File: config.mk
export PLATFORM = sky130hd
export DESIGN_NAME = shift_add_mult
export DESIGN_NICKNAME = d
export VERILOG_FILES = /design/src/rtl/dual_lane_mult_checker_pkg.sv /design/src/rtl/dual_lane_mult_checker_shift_add_mult.sv
export SDC_FILE = /design/constraint.sdc
export NUM_CORES = 1
export LEC_CHECK = 0
export ABC_CLOCK_PERIOD_IN_PS = 6200
export CAP_MARGIN = 20
export CORE_MARGIN = 2
export CORE_UTILIZATION = 57
export CTS_CLUSTER_SIZE = 28
export DETAILED_ROUTE_END_ITERATION = 16
export GPL_ROUTABILITY_DRIVEN = 0
export PLACE_DENSITY = 0.82
export SLEW_MARGIN = 20
export SYNTH_ARGS = -nofsm -noshare
export SYNTH_HDL_FRONTEND = slang
export SYNTH_SLANG_ARGS = --single-unit
File: constraint.sdc
create_clock -name clk -period 6.2 [get_ports clk]
set_input_delay 1.24 -clock clk [delete_from_list [all_inputs] [get_ports clk]]
set_output_delay 1.24 -clock clk [all_outputs]
set_load 0.05 [all_outputs]
File: src/rtl/dual_lane_mult_checker_pkg.sv
// Shared types and sizing helpers for the dual-lane multiplier checker.
// Optional macro DLMC_SIGNED_EN switches both lanes to two's complement operands.
package dlmc_pkg;

  typedef enum logic [1:0] {IDLE, BUSY, DONE} state_t;

  localparam int DLMC_W = 32;
  // Lane B iteration counter width for the default operand width.
  localparam int ITER_W = $clog2(DLMC_W + 1);

  function automatic int lat_done(input int lat, input int w);
    return (lat > w) ? lat : w;
  endfunction

endpackage

File: src/rtl/dual_lane_mult_checker_shift_add_mult.sv
// Lane B: iterative shift-add multiplier, one multiplier bit per cycle, done W cycles after go.
// With DLMC_SIGNED_EN it multiplies magnitudes and negates when operand signs differ.
module shift_add_mult
  import dlmc_pkg::*;
#(
  parameter int W  = DLMC_W,
  parameter int IW = ITER_W
) (
  input  logic           clk,
  input  logic           rst,
  input  logic           go,
  input  logic [W-1:0]   a,
  input  logic [W-1:0]   b,
  output logic           done,
  output logic [2*W-1:0] prod
);

  logic [W-1:0]   mag_a;
  logic [W-1:0]   mag_b;
  logic [2*W-1:0] ma;
  logic [2*W-1:0] acc;
  logic [W-1:0]   mb;
  logic [IW-1:0]  iter;
  logic           running;
  logic           have;

`ifdef DLMC_SIGNED_EN
  logic neg_q;

  // -MIN wraps to MIN, which is still the correct unsigned magnitude.
  assign mag_a = a[W-1] ? -a : a;
  assign mag_b = b[W-1] ? -b : b;

  always_ff @(posedge clk or posedge rst) begin
    if (rst) begin
      neg_q <= 1'b0;
    end else if (go) begin
      neg_q <= a[W-1] ^ b[W-1];
    end
  end

  assign prod = neg_q ? -acc : acc;
`else
  assign mag_a = a;
  assign mag_b = b;
  assign prod  = acc;
`endif

  // Iteration 0 is folded into the go edge so the product is ready after W-1 further edges.
  always_ff @(posedge clk or posedge rst) begin
    if (rst) begin
      acc     <= '0;
      ma      <= '0;
      mb      <= '0;
      iter    <= '0;
      running <= 1'b0;
      have    <= 1'b0;
    end else if (go) begin
      acc     <= mag_b[0] ? {{W{1'b0}}, mag_a} : '0;
      ma      <= {{W{1'b0}}, mag_a} << 1;
      mb      <= mag_b >> 1;
      iter    <= IW'(1);
      running <= (W > 1);
      have    <= 1'b1;
    end else if (running) begin
      acc  <= acc + (mb[0] ? ma : '0);
      ma   <= ma << 1;
      mb   <= mb >> 1;
      iter <= iter + IW'(1);
      if (iter == IW'(W - 1)) begin
        running <= 1'b0;
      end
    end
  end

  assign done = have & ~running;

endmodule

==> results by group <==
Final layout
  • Area occupied by multi-input gates: a little under 7000 µm²
  • FILL cells: 1595
  • Layout cells sized above 1: between 4 and 5%
  • Area Overhead vs Synth: 17.4%
  • Post-layout nets: 1518
  • Final instance area: 13300 µm²
  • Register area: 4160 µm²

Logic synthesis
  • Yosys top cell by area: dfrtp_1
  • Syn_nets: 1442
  • Synthesized flop and latch total: around 170
  • Post-synth EDFFs: 0
  • Synth Instances: 1311
  • Seq/Total Area, Yosys: a little over a third
  • Yosys top cell area share: a little over a third
  • Synth Cell Area: 11400 µm²
  • Post-synth top flop: dfrtp_1
  • Synth unique cells: 68
  • Post-synth ARST share: between 90% and 100%
  • Area contributors post-synth: dfrtp_1 37%, mux2i_1 11%, ha_1 6.9%
  • Synth Area per Inst: between 8 and 9 µm²
  • Synth top cells by count: 166 x dfrtp_1, 163 x nand2_1, 140 x o21ai_0, 123 x mux2i_1, 100 x nor2_1
  • Synthesis Warnings: 0
  • Count leader, synth: dfrtp_1

Floorplan
  • Cell Rows: between 50 and 60
  • Die area: 21100 µm²
  • Die height: 145 µm
  • Core Box Area: between 15000 and 20000 µm²
  • Io pins: about 130
  • Die X: between 100 and 150 µm
  • Initial Utilization: roughly three fifths

Critical path
  • Setup Crit Path Kind: flop to flop
  • Arrival @ worst endpoint: between 4000 and 5000 ps
  • R2R cell count: 13
  • Crit path buf inv count: 1
  • CP max-delay cell: dfrtp_1
  • Worst Path Max Fanout: 35
  • Req. time, crit path: about 6500 ps
  • FF-to-FF Start: mb[0]$_DFFE_PP0N_
  • CP Cell Sequence: and2_1 -> ha_1 -> inv_1 -> fa_1 -> nand2b_1 -> a21oi_2 -> o21ai_2 -> a2111oi_1 -> a31o_1 -> o21a_1 -> a221o_1 -> mux2i_1 -> or4b_1
  • Kind of start point of the critical path: flop
  • Worst setup EP type: flop
  • Cell family with most CP delay: compound AO/OA/AOI/OAI gates
  • Critical path origin: mb[0]$_DFFE_PP0N_
  • Max incr delay on CP: a little over 1000 ps
  • WP depth: 13
  • R2R setup slack: 1800 ps

Power
  • Static Leak: between 6 and 7 nW
  • Clk pwr share: between 30% and 40%
  • Peak VDD IR: between 0.15 and 0.2 mV
  • Flop pwr share: between 30 and 40%
  • NetSw: 1.16 mW
  • Net Sw Frac: a little over a third
  • Int Pwr: roughly 2.1 mW
  • P per Cell Area: 242 nW/µm²
  • Combinational fraction of design power: 27.9%

CTS
  • Sink Count: approximately 170
  • CTS tree: built
  • Clock Path Buffers: 2
  • Root buffer cell: clkbuf_16
  • Post-CTS Setup Inserts: 0
  • CTS Hold Buffers Added: 0
  • Post-CTS sizing: 0
  • CTS Buf Count: 17
  • Skew-Pair Late Insertion Delay: approximately 450 ps
  • H-tree level count: 4
  • Clk slew on worst S/H paths: roughly 70 ps

Timing
  • Setup tns final: 0 ps
  • Minimum clock period: ~4400 ps
  • Rel. slew slack: 30.3%
  • RSZ-0062 raised after global routing: false
  • Worst-Margin Slew: 1040 ps
  • Maximum clock rate: around 0.23 GHz
  • Final Hold Fails: 0
  • Share of the clock period used by the worst path: a little under three quarters
  • Fin. max-slew vios: 0
  • Clk_skew: 14.4 ps
  • Setup Viol. Count Final: 0
  • Worst hold slack: 476 ps

Hold path
  • Worst hold path depth: 1
  • Worst Hold Class: flop to flop
  • Hold_sp: have$_DFFE_PP0P_

GRT
  • Largest net degree at the start of global routing: 139
  • First-pass GRT wire length: 47000 µm
  • Total gr overflow: 0
  • Total GRT Usage: between 20% and 30%
  • Number of global-route vias before repair: 9614
  • Initial antenna violation count: 2

Place
  • HPWL Detailed: ~20000 µm
  • Placed Area: between 10000 and 15000 µm²
  • IO buf count: about 130

Drt
  • Pre-Repair DR Iteration Count: 5
  • Vias per cell: around 6
  • # DRC: 0
  • DR iter-0 viols: around 850
  • DRT antenna net count: 0
  • DR vias: 9963
  • Wire per inst: roughly 17 µm
  • Routed WL: around 28000 µm

Outcome
  • Outcome: finished clean

Run
  • Number of max-cap violations: 0
[per-layer routing]
metal | vias up | routed length, µm | track usage (%)
met5 | - | 0 | 0
met4 | 0 | 557 | 7.45
met3 | 52 | 1780 | 6.26
met2 | 319 | 13200 | 43.2
met1 | 4761 | 12600 | 35.9
li1 | 4831 | - | -
[cell type report]
| type | count | area share [%] |
|---|---|---|
| timing repair buffer | 141 | 10.4 |
| inverter | 23 | 0.685 |
| clock inverter | 13 | 0.994 |
| antenna | 1 | 0.0188 |
| multi-input combinational | 1038 | 50.8 |
| sequential | 166 | 31.2 |
| tap | 265 | 2.49 |
| clock buffer | 19 | 3.40 |
[kinds of logic after synthesis]
family                   count (synthesis)  share of synthesized area, %
AND/OR/NAND/NOR                        449                          19.1
AO/OA/AOI/OAI                          353                          18.8
flip-flops                             166                          36.6
multiplexers                           124                          10.9
buffers and inverters                  107                          3.72
adder cells (fa/ha/maj)                 64                          7.12
XOR/XNOR                                48                          3.70
[power by group through the flow]
| stage | logic [mW] | registers, mW | clock network, mW |
|---|---|---|---|
| after floorplan | 0.470 | 1.43 | 0 |
| after global placement | 0.875 | 1.28 | 0 |
| after detailed placement | 0.890 | 1.29 | 0 |
| after CTS | 0.896 | 1.27 | 1.07 |
| after global routing | 0.982 | 1.28 | 1.11 |
| final | 0.901 | 1.27 | 1.06 |
[final timing paths]
| check | endpoint |
|---|---|
| max | prod[63]$_DFFE_PP0N_ |
| min in group asynchronous | mb[12]$_DFFE_PP0N_ |
| min reg2reg | have$_DFFE_PP0P_ |
| min | have$_DFFE_PP0P_ |
| max in group asynchronous | running$_DFF_PP0_ |
| max reg2reg | prod[63]$_DFFE_PP0N_ |
[registers in the layout, summed over array words and instances (netlist names)]
register and cells:
have 1, iter 6, ma 63, mb 31, prod 64, running 1
[stage by stage]
step / instances / utilization, % / worst slack [ps] / power, mW
finish: 1666 / 68.3 / 1800 / 3.22
global route: 1665 / 68.3 / 1490 / 3.37
CTS: 1665 / 68.3 / 1840 / 3.23
detailed placement: 1633 / 65.3 / 1850 / 2.18
global placement: 1633 / 65.3 / 2060 / 2.16
floorplan: 1311 / - / 470 / 1.90
[cell usage in the layout, fill, tap and decap left out, drive strengths merged, types with 4 or more instances in the layout]
master,synthesis,routed
dfrtp,166,166
nand2,163,163
o21ai,147,147
clkdlybuf4s50,0,130
mux2i,123,123
nor2,100,100
a21oi,98,98
and2,66,66
ha,63,63
inv,23,31
xor2,29,29
nand4,24,24
a21o,24,24
xnor2,19,19
clkbuf,63,19
nand2b,15,15
nand3,15,15
nor3,12,12
o21bai,12,12
buf,21,11
nor4,9,9
a211oi,9,9
a31oi,8,8
or3,8,8
o211ai,7,7
nor2b,7,7
a221o,7,7
a221oi,6,6
and3,5,5
or2,5,5
a2111oi,5,5
and4,5,5
o21a,4,4
o31ai,4,4
nor3b,4,4
clkinv,0,4
No activity file was read; power rests on OpenSTA's default activity.
